[src/rtl/serial_sub.sv]
// -----------------------------------------------------------------------------
// serial_sub
//   Bit-serial subtractor. It computes diff = a - b - bin (mod 2^WIDTH) one bit
//   per clock, LSB first, with a single full-subtractor cell and a one-bit
//   borrow register.
//
//   Handshake: start is sampled on a rising edge and accepted only while
//   busy=0 (IDLE or DONE). Once a start is accepted, busy stays high for WIDTH
//   cycles and start is ignored. done then pulses for exactly one cycle, and in
//   that cycle diff/bout hold the new result. diff/bout keep their value until
//   the next completion. A start seen during the DONE cycle begins a new
//   operation immediately, so continuous start gives one result per WIDTH+1
//   cycles.
//
//   Optional feature (macro SERIAL_SUB_SAT_EN): when the final borrow is 1,
//   diff is clamped to 0 at completion. bout still reports the borrow.
//
// Parameters
//   WIDTH     operand/result width in bits (2..32)
// Ports
//   clk       clock, rising edge
//   rst_n     asynchronous active-low reset
//   start     start request
//   a, b      minuend / subtrahend, captured on accepted start
//   bin       initial borrow-in, captured on accepted start
//   diff      registered result
//   bout      registered final borrow out
//   busy      high while an operation is in progress (RUN)
//   done      one-cycle completion pulse (DONE)
//   state_dbg current FSM state (IDLE=0, RUN=1, DONE=2) for observation
// -----------------------------------------------------------------------------
module serial_sub #(
    parameter int WIDTH = 8
) (
    input  logic             clk,
    input  logic             rst_n,
    input  logic             start,
    input  logic [WIDTH-1:0] a,
    input  logic [WIDTH-1:0] b,
    input  logic             bin,
    output logic [WIDTH-1:0] diff,
    output logic             bout,
    output logic             busy,
    output logic             done,
    output logic [1:0]       state_dbg
);

    localparam int CW = $clog2(WIDTH + 1);
    localparam logic [CW-1:0] LAST_BIT = CW'(WIDTH - 1);

    typedef enum logic [1:0] {
        IDLE = 2'd0,
        RUN  = 2'd1,
        DONE = 2'd2
    } state_t;

    state_t           state_q, state_d;
    logic [CW-1:0]    cnt_q, cnt_d;
    logic [WIDTH-1:0] a_q, a_d;
    logic [WIDTH-1:0] b_q, b_d;
    logic             br_q, br_d;
    logic [WIDTH-1:0] diff_q, diff_d;
    logic             bout_q, bout_d;

    // Full-subtractor cell on the current LSBs.
    logic d_bit;
    logic br_nxt;
    assign d_bit  = a_q[0] ^ b_q[0] ^ br_q;
    assign br_nxt = (~a_q[0] & b_q[0]) | (~(a_q[0] ^ b_q[0]) & br_q);

    // The minuend register doubles as the result register: each difference bit
    // enters at the MSB while the operand bits leave at the LSB, so after WIDTH
    // shifts the whole difference sits in it. The final bit has not been
    // shifted in yet at completion, so it is merged in directly.
    logic [WIDTH-1:0] res_full;
    assign res_full = {d_bit, a_q[WIDTH-1:1]};

    always_comb begin
        state_d = state_q;
        cnt_d   = cnt_q;
        a_d     = a_q;
        b_d     = b_q;
        br_d    = br_q;
        diff_d  = diff_q;
        bout_d  = bout_q;

        case (state_q)
            IDLE, DONE: begin
                if (start) begin
                    state_d = RUN;
                    cnt_d   = '0;
                    a_d     = a;
                    b_d     = b;
                    br_d    = bin;
                end else begin
                    state_d = IDLE;
                end
            end
            RUN: begin
                a_d   = res_full;
                b_d   = {1'b0, b_q[WIDTH-1:1]};
                br_d  = br_nxt;
                cnt_d = cnt_q + CW'(1);
                if (cnt_q == LAST_BIT) begin
                    state_d = DONE;
                    bout_d  = br_nxt;
`ifdef SERIAL_SUB_SAT_EN
                    diff_d  = br_nxt ? '0 : res_full;
`else
                    diff_d  = res_full;
`endif
                end
            end
            default: state_d = IDLE;
        endcase
    end

    always_ff @(posedge clk or negedge rst_n) begin
        if (!rst_n) begin
            state_q <= IDLE;
            cnt_q   <= '0;
            a_q     <= '0;
            b_q     <= '0;
            br_q    <= 1'b0;
            diff_q  <= '0;
            bout_q  <= 1'b0;
        end else begin
            state_q <= state_d;
            cnt_q   <= cnt_d;
            a_q     <= a_d;
            b_q     <= b_d;
            br_q    <= br_d;
            diff_q  <= diff_d;
            bout_q  <= bout_d;
        end
    end

    assign diff      = diff_q;
    assign bout      = bout_q;
    assign busy      = (state_q == RUN);
    assign done      = (state_q == DONE);
    assign state_dbg = state_q;

endmodule

[config.mk]
export PLATFORM = sky130hd
export DESIGN_NAME = serial_sub
export DESIGN_NICKNAME = d
export VERILOG_FILES = /design/src/rtl/serial_sub.sv
export SDC_FILE = /design/constraint.sdc
export NUM_CORES = 1
export LEC_CHECK = 0
export ABC_AREA = 0
export ABC_CLOCK_PERIOD_IN_PS = 1500
export CAP_MARGIN = 20
export CORE_MARGIN = 2
export CORE_UTILIZATION = 44
export DETAILED_ROUTE_END_ITERATION = 10
export PLACE_DENSITY = 0.86
export SLEW_MARGIN = 20
export SYNTH_ARGS = -nofsm -noshare
export SYNTH_HDL_FRONTEND = slang
export SYNTH_SLANG_ARGS = --single-unit
[constraint.sdc]
create_clock -name clk -period 1.5 [get_ports clk]
set_clock_uncertainty 0.05 [all_clocks]
set_input_delay 0.375 -clock clk [delete_from_list [all_inputs] [get_ports clk]]
set_output_delay 0.375 -clock clk [all_outputs]
set_load 0.02 [all_outputs]
==> run_results.csv, run 1 <==
group,metric,value,unit
timing,setup_slack,-0.0657,ns
global_routing,grt_busiest_layer,"met2",
floorplan,io_pins,33,
synthesis,synth.largest_area_cell,"dfrtp_1",
run,drv_cap,0,
clock_network,insertion_delay,0.34,ns
cells_and_area,n_antenna_cell,0,
global_routing,grt.overflow.total,0,
synthesis,synth.area.top_cells,"dfrtp_1 58%, a22oi_1 7.6%, mux2_2 6.5%",
clock_network,clk_pin_slew_worst_paths,0.10,ns
synthesis,netlist_area,0.00139,mm²
clock_network,clockRootBuffer,"clkbuf_4",
detailed_routing,wl_per_cell,16.5,µm
timing,timing.final.crit_share,104,%
setup_path,crit-reg2reg-launch,"state_dbg[1]$_DFFE_PN0P_",
setup_path,critical_path_required,1.07,ns
timing,period_minus_slack,1.57,ns
cells_and_area,drive_gt1_share,26.2,%
setup_path,path_class,"reg -> out",
power_and_ir_drop,p_leak,0.000913,µW
timing,max_slew.worst_pin.slew,0.251,ns
detailed_routing,drc,0,
timing,finalHoldViolCount,0,
power_and_ir_drop,cellPowerDensity,2100,mW/mm²
synthesis,synth_most_common_cell,"dfrtp_1",
synthesis,synth_edf_count,0,
cells_and_area,nFillCells,233,
setup_path,critPathLaunchType,"flip-flop",
cells_and_area,finalNetCount,190,
timing,fin_setup_tns,-0.416,ns
synthesis,synth_flop_cell,"dfrtp_1",
global_routing,grt_max_degree,33,
worst_hold_path,hold_class,"in -> async",
global_routing,antenna_found_initial,0,
synthesis,netlist_instances,120,
synthesis,synth_top_area_share,57.7,%
clock_network,clock_path_buffers,2,
timing,rsz0062_at_grt,"yes",
clock_network,cts_max_level,2,
floorplan,num_rows,20,
synthesis,synth_nets,142,
detailed_routing,detail_route.iter0.violations,41,
floorplan,core,0.00303,mm²
power_and_ir_drop,power.total,4120,µW
placement,gp_congestion,0.799,
global_routing,gr-usage-all-layers,21.8,%
run_status,failed_checks,"setup timing",
detailed_routing,drtAntennaViolNets,0,
timing,slew_violations,0,
global_routing,gr-usage-met2,34.9,%
floorplan,die_h,60.2,µm
placement,port-buffer-count,32,
synthesis,yosys-top-cells-count,"32 x dfrtp_1, 17 x nand2_1, 15 x nand3_1",
floorplan,dieArea,0.00362,mm²
global_routing,grt_use_met3,6.49,%
synthesis,synth.distinct_cells,24,
detailed_routing,totalWireLength,3490,µm
synthesis,avgSynthCellArea,11.6,µm²
synthesis,yosysSeqAreaShare,57.7,%
clock_network,numClockSinks,32,
global_routing,gr-usage-met1,26.7,%
run_status,outcome,"complete, but fails checks",
clock_network,cts_tree,"done",
cells_and_area,syn_to_final_growth,41.2,%
timing,setup_violations,10,
floorplan,initial_core_util,45.9,%
detailed_routing,num_vias,1146,
synthesis,async_flop_share,100,%
floorplan,die_w,60.2,µm
detailed_routing,routed_via_density,5.41,
detailed_routing,first_pass_iters,4,
power_and_ir_drop,ir_drop,1040,µV
timing,clock.fmax,639,MHz
placement,post_dp_cell_area,0.00183,mm²
clock_network,cts_buffers,5,
setup_path,cp.arrival,1.14,ns
global_routing,first_global_vias,1156,
timing,slew_headroom,83.3,%
setup_path,crit_start,"state_dbg[1]$_DFFE_PN0P_",
synthesis,ys.warnings.count,0,
setup_path,end_kind,"output port",
cells_and_area,fin_area,0.00196,mm²
global_routing,grt_pass1_wl,5530,µm
setup_path,worstPathMaxFanout,2,
placement,dp_hpwl,2280,µm
synthesis,ys_seq_elements,32,
[metrics by stage]
stage / hold slack (ns) / utilization (%) / setup WS (ns) / cells
after global placement: 0.430 / 60.5 / -0.150 / 201
after CTS: 0.342 / 63.3 / -0.101 / 211
after global routing: 0.335 / 64.8 / -0.110 / 212
after detailed placement: 0.441 / 60.5 / -0.200 / 201
final: 0.339 / 64.8 / -0.0657 / 212
after floorplan: 0.0294 / - / -0.0000306 / 120
[layer usage]
metal	part of all wire, %	vias to the layer above
met5	0	-
met4	4.2	0
met3	6.0	13
met2	49	49
met1	41	559
li1	-	525
[power by group]
group	internal, µW	total [µW]	switching, µW
registers	1280	1580	294
clock network	172	452	280
logic	1040	2090	1050
total	2500	4120	1630
[cells in the final DEF (no fill, tap or decap), drive strengths merged]
cell / count
nor2: 2
a221o: 2
nand2: 17
mux2i: 3
nor2b: 1
clkdlybuf4s15: 8
mux2: 8
clkbuf: 7
and2b: 2
dfrtp: 32
a22oi: 14
buf: 21
nand4: 1
ha: 1
a22o: 3
o21ai: 2
nand2b: 2
nand3: 15
clkdlybuf4s50: 19
nor3: 2
inv: 4
fa: 1
clkinv: 1
[cell type report]
type / count / area, µm² / area share (%)
clock inverters: 1 / 5.00 / 0.255
inverters: 4 / 17.5 / 0.893
repair buffers: 49 / 470 / 24.0
clock buffers: 6 / 41.3 / 2.11
multi-input cells: 76 / 568 / 29.0
flip-flops and latches: 32 / 803 / 41.0
well taps: 44 / 55.1 / 2.81
[sequential cells by signal, indices dropped and copies added, names as in the netlist]
name       cells
state_dbg      2
b_q            8
cnt_q          4
bout           1
br_q           1
a_q            8
diff           8
[worst paths after layout]
kind	end	slack (ns)	cells past startpoint
setup reg to reg	diff[0]$_DFFE_PN0P_	-0.05	5
hold / removal	b_q[3]$_DFFE_PN0P_	0.34	2
min in group clk	b_q[4]$_DFFE_PN0P_	0.47	2
max in group asynchronous	state_dbg[0]$_DFFE_PN0P_	0.87	2
hold reg to reg	b_q[4]$_DFFE_PN0P_	0.47	2
setup / recovery	done	-0.07	3
[worst max-delay path: stages (launching register included)]
cell     delay [ns]
dfrtp_2        0.42
buf_6          0.11
and2b_1        0.15
buf_6          0.13
[logic make-up after synthesis]
logic type                 share of synthesized area, %
buffers and inverters                              4.23
AOI/OAI and AO/OA                                  11.6
adders and majority gates                          2.34
DFF                                                57.7
and+or+nand+nor                                    15.5
muxes                                              8.65
[what timing repair did]
item,in CTS,in global routing
setup buffers,3,1
endpoints found under the hold margin,0,0
gates resized for setup,36,22
endpoints found under the setup margin,21,22
hold buffers,0,0
pin swaps,2,1
No activity file was read; power rests on OpenSTA's default activity.
==> run 2, diff against run 1 <==
--- a/config.mk
+++ b/config.mk
@@ -11,7 +11,9 @@
 export CORE_MARGIN = 2
 export CORE_UTILIZATION = 44
 export DETAILED_ROUTE_END_ITERATION = 10
+export GPL_ROUTABILITY_DRIVEN = 0
 export PLACE_DENSITY = 0.86
+export RECOVER_POWER = 50
 export SLEW_MARGIN = 20
 export SYNTH_ARGS = -nofsm -noshare
 export SYNTH_HDL_FRONTEND = slang
==> run 2 against run 1 <==
  * The run still ends with setup timing left
  * Clock power about the same
  * Register-to-register slack is essentially flat
  * Flip-flop and latch count did not move
  * Total power is 0.13% lower
  * First-iteration DRC count decreased by 2.4%
  * Cell area down 0.77%
  * Via count is 0.44% higher
  * Global-route usage stayed put
  * Fmax barely moved
  * Sequential power is essentially flat
  * Die area unchanged
  * Cell count unchanged
  * Critical path type unchanged
  * Highest routed layer unchanged
==> run_results.csv, run 2 (synthesis results as in run 1) <==
group,metric,value,unit
cells_and_area,multi_input_area,568,µm²
clock_network,clock_path_buffers,2,
timing,fin_setup_tns,-0.416,ns
timing,setup_violations,10,
clock_network,cts_max_level,2,
setup_path,worstPathMaxFanout,2,
power_and_ir_drop,p_comb_share,50.7,%
timing,finalHoldViolCount,0,
setup_path,path_class,"reg -> out",
power_and_ir_drop,p_sw_share,39.5,%
cells_and_area,n_antenna_cell,0,
placement,port-buffer-count,32,
timing,rsz0062_at_grt,"yes",
global_routing,grt_pass1_wl,5530,µm
timing,slew_violations,0,
detailed_routing,routed.top_layer,"met4",
floorplan,num_rows,20,
run,drv_cap,0,
power_and_ir_drop,cellPowerDensity,2120,mW/mm²
power_and_ir_drop,power_switching,1630,µW
detailed_routing,drtAntennaViolNets,0,
detailed_routing,first_pass_iters,4,
timing,timing.final.crit_share,104,%
cells_and_area,syn_to_final_growth,40.1,%
cells_and_area,finalNetCount,190,
cells_and_area,seqCellArea,803,µm²
run_status,outcome,"complete, but fails checks",
detailed_routing,totalWireLength,3490,µm
setup_path,critical_path_required,1.07,ns
worst_hold_path,hold_class,"reg -> reg",
global_routing,antenna_found_initial,0,
floorplan,io_pins,33,
clock_network,cts_tree,"done",
clock_network,numClockSinks,32,
power_and_ir_drop,pwr-share-seq,38.3,%
setup_path,cp.arrival,1.14,ns
floorplan,die_w,60.2,µm
cells_and_area,mostFrequentLayoutCells,"30 x dfrtp_1, 18 x clkdlybuf4s50_1, 16 x nand2_1",
detailed_routing,dr_wl_met2,1700,µm
clock_network,clockRootBuffer,"clkbuf_4",
setup_path,critPathLaunchType,"flip-flop",
cells_and_area,drive_gt1_share,26.2,%
detailed_routing,routed_via_density,5.43,
floorplan,initial_core_util,45.9,%
clock_network,cts_buffers,5,
timing,setup_slack,-0.0656,ns
detailed_routing,dr_wl_met3,220,µm
power_and_ir_drop,ir_drop,1040,µV
timing,clock.fmax,639,MHz
floorplan,dieArea,0.00362,mm²
setup_path,end_kind,"output port",
power_and_ir_drop,p_leak,0.000908,µW
placement,dp_hpwl,2280,µm
cells_and_area,layout_commonest_cell,"dfrtp_1",
detailed_routing,wl_per_cell,16.5,µm
detailed_routing,drc,0,
timing,slew_headroom,48.0,%
power_and_ir_drop,p_int,2490,µW
detailed_routing,detail_route.iter0.violations,40,
detailed_routing,met1_length,1420,µm
power_and_ir_drop,power.total,4120,µW
run_status,failed_checks,"setup timing",
global_routing,grt.overflow.total,0,
cells_and_area,nFillCells,235,
floorplan,core,0.00303,mm²
detailed_routing,num_vias,1151,
timing,max_slew.worst_pin.slew,0.780,ns
clock_network,insertion_delay,0.34,ns
clock_network,clk_pin_slew_worst_paths,0.10,ns
global_routing,first_global_vias,1156,
timing,period_minus_slack,1.57,ns
global_routing,gr-usage-all-layers,21.8,%
power_and_ir_drop,p_clk_share,11.0,%
global_routing,grt_max_degree,33,
cells_and_area,fin_util,64.3,%
floorplan,die_h,60.2,µm
-- run 2: cell types whose count changed in the layout (fill, tap and decap cells not counted), sizes merged --
cell           previous run  this run
clkbuf                    7         8
buf                      21        20
clkdlybuf4s50            19        18
dlygate4sd3               0         1
-- run 2: final timing paths --
path	slack, ns	end	startpoint	cells past startpoint
setup / recovery	-0.07	done	state_dbg[1]$_DFFE_PN0P_	3
hold / removal	0.47	b_q[4]$_DFFE_PN0P_	b_q[4]$_DFFE_PN0P_	2
setup reg to reg	-0.05	diff[0]$_DFFE_PN0P_	state_dbg[1]$_DFFE_PN0P_	5
hold reg to reg	0.47	b_q[4]$_DFFE_PN0P_	b_q[4]$_DFFE_PN0P_	2
max in group asynchronous	0.26	state_dbg[0]$_DFFE_PN0P_	rst_n	2
min in group asynchronous	0.59	b_q[3]$_DFFE_PN0P_	rst_n	2
-- run 2: timing repair --
item,in CTS,in global routing
buffers inserted,3,1
pin swaps,2,1
endpoints found under the setup margin,21,22
hold buffers,0,0
resized for setup,36,22
-- run 2: area by class of cell --
type / count / share of cell area [%]
multi-input combinational: 76 / 29.2
tap: 44 / 2.83
sequential: 32 / 41.3
timing repair buffer: 49 / 23.4
clock buffer: 6 / 2.12
inverter: 4 / 0.900
clock inverter: 1 / 0.257
-- run 2: routing by layer --
| metal | track usage [%] | vias up |
|---|---|---|
| met2 | 34.9 | 50 |
| met3 | 6.49 | 13 |
| li1 | - | 525 |
| met4 | 10.8 | 0 |
| met1 | 26.7 | 563 |
| met5 | 0 | - |
-- run 2: power by group through the flow --
stage,logic (µW),clock network [µW],registers (µW)
after floorplan,1030,0,1680
after global placement,1840,0,1550
after detailed placement,1910,0,1580
after CTS,1960,464,1550
after global routing,2260,513,1630
final,2090,451,1580
-- run 2: critical path, cell delays in order (launching register included) --
cell     delay, ns
dfrtp_2       0.42
buf_6         0.11
and2b_1       0.15
buf_6         0.13
-- run 2: stage by stage --
stage / worst slack, ns / instance area, µm² / hold slack [ns] / std cells
floorplan: -0.0000306 / 1390 / 0.0294 / 120
global placement: -0.150 / 1830 / 0.430 / 201
detailed placement: -0.200 / 1830 / 0.441 / 201
CTS: -0.101 / 1920 / 0.342 / 211
global route: -0.110 / 1950 / 0.487 / 212
finish: -0.0656 / 1950 / 0.468 / 212
==> run 3, diff against run 2 <==
--- a/config.mk
+++ b/config.mk
@@ -14,6 +14,7 @@
 export GPL_ROUTABILITY_DRIVEN = 0
 export PLACE_DENSITY = 0.86
 export RECOVER_POWER = 50
+export REMOVE_ABC_BUFFERS = 1
 export SLEW_MARGIN = 20
 export SYNTH_ARGS = -nofsm -noshare
 export SYNTH_HDL_FRONTEND = slang
==> run 3 against run 2 <==
  * Critical path type is now reg -> reg
  * Utilization grew 1.8 points
  * Worst hold slack got worse by 0.019 ns
  * Clock power is 2% higher
  * Non-clock buffer count up 1
  * Sequential share of layout area decreased by 1.2 points
  * Highest routed layer unchanged
  * The run still ends with setup timing left
  * Register-to-register slack worse by 0.04 ns
  * Total power increased by 2.3%
  * Critical path depth grew 3
  * Combinational power is 4% higher
  * Cell count rose by 0.47%
  * Die area stayed put
==> run_results.csv, run 3 (synthesis results as in run 1) <==
group,metric,value,unit
cells_and_area,finalNetCount,191,
global_routing,gr-usage-all-layers,21.3,%
power_and_ir_drop,cellPowerDensity,2110,mW/mm²
cells_and_area,mostFrequentLayoutCells,"31 x dfrtp_1, 18 x clkdlybuf4s50_1, 16 x nand2_1",
placement,port-buffer-count,32,
timing,timing.final.crit_share,106,%
global_routing,first_global_vias,1181,
timing,rsz0062_at_grt,"yes",
power_and_ir_drop,p_leak,0.000948,µW
detailed_routing,drc,0,
clock_network,numClockSinks,32,
timing,period_minus_slack,1.59,ns
setup_path,crit_path_top_delay_cell,"dfrtp_1",
clock_network,clockRootBuffer,"clkbuf_4",
timing,fin_setup_tns,-0.731,ns
detailed_routing,detail_route.iter0.violations,88,
setup_path,critPathLaunchType,"flip-flop",
clock_network,insertion_delay,0.34,ns
timing,finalHoldViolCount,0,
floorplan,core,0.00303,mm²
detailed_routing,wl_per_cell,17.2,µm
setup_path,crit_chain,"ha_2, nand2_4, nor3_4, buf_12, buf_12, mux2_4",
detailed_routing,totalWireLength,3670,µm
floorplan,die_h,60.2,µm
timing,max_slew.worst_pin.slew,0.789,ns
clock_network,cts_tree,"done",
placement,dp_hpwl,2190,µm
setup_path,path_buf_inv,2,
setup_path,path_class,"reg -> reg",
clock_network,clk_pin_slew_worst_paths,0.09,ns
floorplan,dieArea,0.00362,mm²
setup_path,cp_top_family,"flip-flops",
setup_path,critical_path_required,1.66,ns
run_status,failed_checks,"setup timing",
clock_network,clock_path_buffers,2,
floorplan,io_pins,33,
floorplan,die_w,60.2,µm
detailed_routing,drtAntennaViolNets,0,
cells_and_area,layout_commonest_cell,"dfrtp_1",
global_routing,grt_max_degree,33,
cells_and_area,fin_util,66.1,%
setup_path,end_kind,"flip-flop",
detailed_routing,num_vias,1207,
run,drv_cap,0,
global_routing,grt_pass1_wl,5550,µm
timing,setup_violations,11,
setup_path,crit_top_cell,"buf_12",
cells_and_area,n_antenna_cell,0,
clock_network,cts_max_level,2,
cells_and_area,syn_to_final_growth,44.1,%
timing,setup_slack,-0.0901,ns
setup_path,cp.arrival,1.75,ns
power_and_ir_drop,ir_drop,725,µV
clock_network,cts_buffers,5,
cells_and_area,drive_gt1_share,24.3,%
run_status,outcome,"complete, but fails checks",
timing,slew_violations,0,
detailed_routing,routed_via_density,5.67,
cells_and_area,nFillCells,213,
worst_hold_path,hold_class,"reg -> reg",
detailed_routing,first_pass_iters,5,
timing,slew_headroom,47.4,%
global_routing,grt.overflow.total,0,
setup_path,worstPathMaxFanout,5,
floorplan,initial_core_util,45.9,%
floorplan,num_rows,20,
timing,clock.fmax,629,MHz
global_routing,antenna_found_initial,0,
setup_path,cpPeakStageDelay,0.38,ns
==> run 3: cell count changes in the layout (fill, tap and decap cells not counted), sizes merged <==
cell / previous run / this run
clkdlybuf4s15: 8 / 3
dlygate4sd2: 0 / 7
clkbuf: 8 / 7
==> run 3: path summary, 6_finish.rpt <==
path | end | cells after the start | slack (ns) | from
worst max-delay path | diff[1]$_DFFE_PN0P_ | 6 | -0.09 | cnt_q[0]$_DFFE_PN0P_
worst min-delay path | b_q[2]$_DFFE_PN0P_ | 2 | 0.45 | b_q[3]$_DFFE_PN0P_
worst max register to register | diff[1]$_DFFE_PN0P_ | 6 | -0.09 | cnt_q[0]$_DFFE_PN0P_
worst min register to register | b_q[2]$_DFFE_PN0P_ | 2 | 0.45 | b_q[3]$_DFFE_PN0P_
max in group asynchronous | state_dbg[0]$_DFFE_PN0P_ | 2 | 0.25 | rst_n
min in group asynchronous | bout$_DFFE_PN0P_ | 2 | 0.60 | rst_n
==> run 3: final cells by class <==
cell class	count	area, µm²	area share [%]
clock buffers	6	41.3	2.06
clock inverters	1	5.00	0.250
repair buffers	50	510	25.5
well taps	44	55.1	2.75
multi-input cells	76	569	28.5
inverters	4	17.5	0.876
flip-flops and latches	32	802	40.1
==> run 3: worst min-delay path, cell delays in order (launching register included) <==
cell and delay [ns]:
dfrtp_1 0.35, a22oi_1 0.08, nand2_1 0.05
==> run 3: metrics by stage <==
step                worst slack [ns]  cells  total power (µW)  instance area (µm²)  hold WS [ns]
floorplan                     -0.125    112              2630                 1350        0.0294
global placement              -0.152    198              3370                 1830         0.434
detailed placement            -0.209    198              3480                 1830         0.439
CTS                           -0.102    210              4040                 1970         0.358
global route                  -0.137    213              4460                 2000         0.471
finish                       -0.0901    213              4220                 2000         0.449
==> run 3: what timing repair did <==
item	4_1_cts	5_1_grt
cloned	1	0
gates resized for setup	34	12
hold buffers	0	0
buffers inserted	4	3
pin swaps	2	1
endpoints found under the setup margin	21	20
==> run 3: per-layer routing <==
layer | vias up | share of wire (%) | track usage (%)
li1 | 528 | - | -
met1 | 600 | 40 | 24.5
met2 | 67 | 50 | 37.0
met3 | 12 | 7.2 | 4.76
met4 | 0 | 2.5 | 10.8
met5 | - | 0 | 0
==> run 3: report_power, final <==
group	switching (µW)	internal, µW	leakage, µW
Clock	289	172	0.0000281
Sequential	300	1280	0.000390
Combinational	1080	1090	0.000530
==> RTL change, RTL diff (settings of run 3) <==
Take the reset off `a_q` and `b_q` and load them in a clocked block of their own.
--- a/src/rtl/serial_sub.sv
+++ b/src/rtl/serial_sub.sv
@@ -119,20 +119,21 @@
         if (!rst_n) begin
             state_q <= IDLE;
             cnt_q   <= '0;
-            a_q     <= '0;
-            b_q     <= '0;
             br_q    <= 1'b0;
             diff_q  <= '0;
             bout_q  <= 1'b0;
         end else begin
             state_q <= state_d;
             cnt_q   <= cnt_d;
-            a_q     <= a_d;
-            b_q     <= b_d;
             br_q    <= br_d;
             diff_q  <= diff_d;
             bout_q  <= bout_d;
         end
+    end
+
+    always_ff @(posedge clk) begin
+        a_q <= a_d;
+        b_q <= b_d;
     end
 
     assign diff      = diff_q;
Formal check against the unedited RTL: no difference found for any inputs over 10 cycles, from zero or initial values and one cycle with rst_n low; that may be too few to reach the edited logic, so the function may still have changed.
==> RTL change against run 3 <==
The run still ends with setup timing left. Routed wire length fell by 9.0%. Design area rose by 2.3%. Setup slack got worse by 35 ps. Power rose by 8.4%. Area after synthesis barely moved. Critical path depth fell by 2. Sequential cell count did not move. Critical path type is now reg -> out. Largest cell class unchanged.
==> RTL change: results (changes against run 3) <==
status -> complete, but fails checks
failing checks -> setup timing
GR Util met2 -> 41.6% (+4.7 points)
synthesized netlist cell count -> 122 (+1.7%)
WHS Endpoint -> diff[3]$_DFFE_PN0P_
final worst slack -> -125 ps (-34.9 ps)
DRT met1 WL -> 1250 um (-15%)
WP data arrival -> 1200 ps (-550 ps)
first-pass GRT wire length -> 5560 um (+0.13%)
reg2reg end -> diff[7]$_DFFE_PN0P_
CP max stage delay -> 420 ps (+40 ps)
placed instance count -> 209 (+5.6%)
met3 GRT Util -> 4.11% (-0.65 points)
Max FO, Critical Path -> 3 (-2)
met1 Track Usage GR -> 23.0% (-1.5 points)
total power -> 4.57 mW (+8.4%)
Final Setup Violations -> 7 (-4)
sequential element share of the synthesized area -> 63.4% (+5.7 points)
vias in the first global route -> 1,193 (+1.0%)
Post-synth EDFFs -> 16 (+16)
routed wire length -> 3340 um (-9.0%)
Critical Path End -> busy
vias post-DR -> 1,073 (-11%)
Fin Setup TNS -> -680 ps (+50.9 ps)
Worst-path clk slew -> 110 ps (+20 ps)
hold path depth -> 1 (-1)
Met2 Routed Length -> 1850 um (+0.71%)
Worst path slowest cell -> dfrtp_1
Slew @ Worst Pin -> 970 ps (+180 ps)
share of layout cells above drive strength 1 -> 26.6% (+2.3 points)
Yosys cell types -> 25 (+4.2%)
fin nets -> 198 (+3.7%)
Fillers -> 218 (+2.3%)
Post-synth top cells -> nand2_1 (51), dfrtp_1 (16), edfxtp_1 (16), mux2_2 (9), inv_1 (4)
total length of routed met3 wires -> 165 um (-38%)
Top Layer Used -> met4
Area after DPL -> 1880 um2 (+2.5%)
prevailing post-synth register cell -> edfxtp_1
WL/cell -> 15.1 um (-12%)
Async SR Flop Fraction -> 50.0% (-50 points)
pwr dens -> 2230 nW/um2 (+6.1%)
top post-synthesis cells by area -> edfxtp_1 (35%), dfrtp_1 (29%), nand2_1 (14%), mux2_2 (7.3%), mux2i_1 (2.2%)
initial DRC count -> 38 (-57%)
worst hold path startpoint -> diff[3]$_DFFE_PN0P_
P_leak -> 0.934 nW (-1.4%)
drt first pass iters -> 4 (-1)
GRT Util Overall -> 22.2% (+0.87 points)
maximum vdd drop -> 1230 uV (+70%)
Int Power -> 2.90 mW (+14%)
pin count of the biggest net entering global routing -> 22 (-33%)
clock share of power -> 14.1% (+3.2 points)
RTL change: layout make-up:
class	count	area share, %
inverter	5	1.16
multi-input combinational	81	25.2
timing repair buffer	51	24.2
clock buffer	6	2.02
tap	44	2.69
sequential	32	43.1
clock inverter	2	1.71
RTL change: cell families after synthesis:
group	after synthesis	synth area share (%)
flops	32	63.4
simple gates	61	18.9
xor+xnor	1	0.630
buf+inv	9	3.06
compound gates	5	2.25
mux	12	9.45
fa+ha+maj	2	2.34
RTL change: repair_timing:
action / 4_1_cts / 5_1_grt
pin swaps: 2 / 1
setup endpoints to repair: 38 / 34
resized for setup: 55 / 10
cloned: 1 / 0
buffers inserted: 4 / 1
hold endpoints to repair: 0 / 0
RTL change: per-stage QoR:
step | worst slack [ps] | hold slack (ps)
after global placement | -99.9 | 437
after global routing | -160 | 494
after floorplan | -703 | 29.4
after detailed placement | -136 | 450
final | -125 | 474
after CTS | -205 | 304
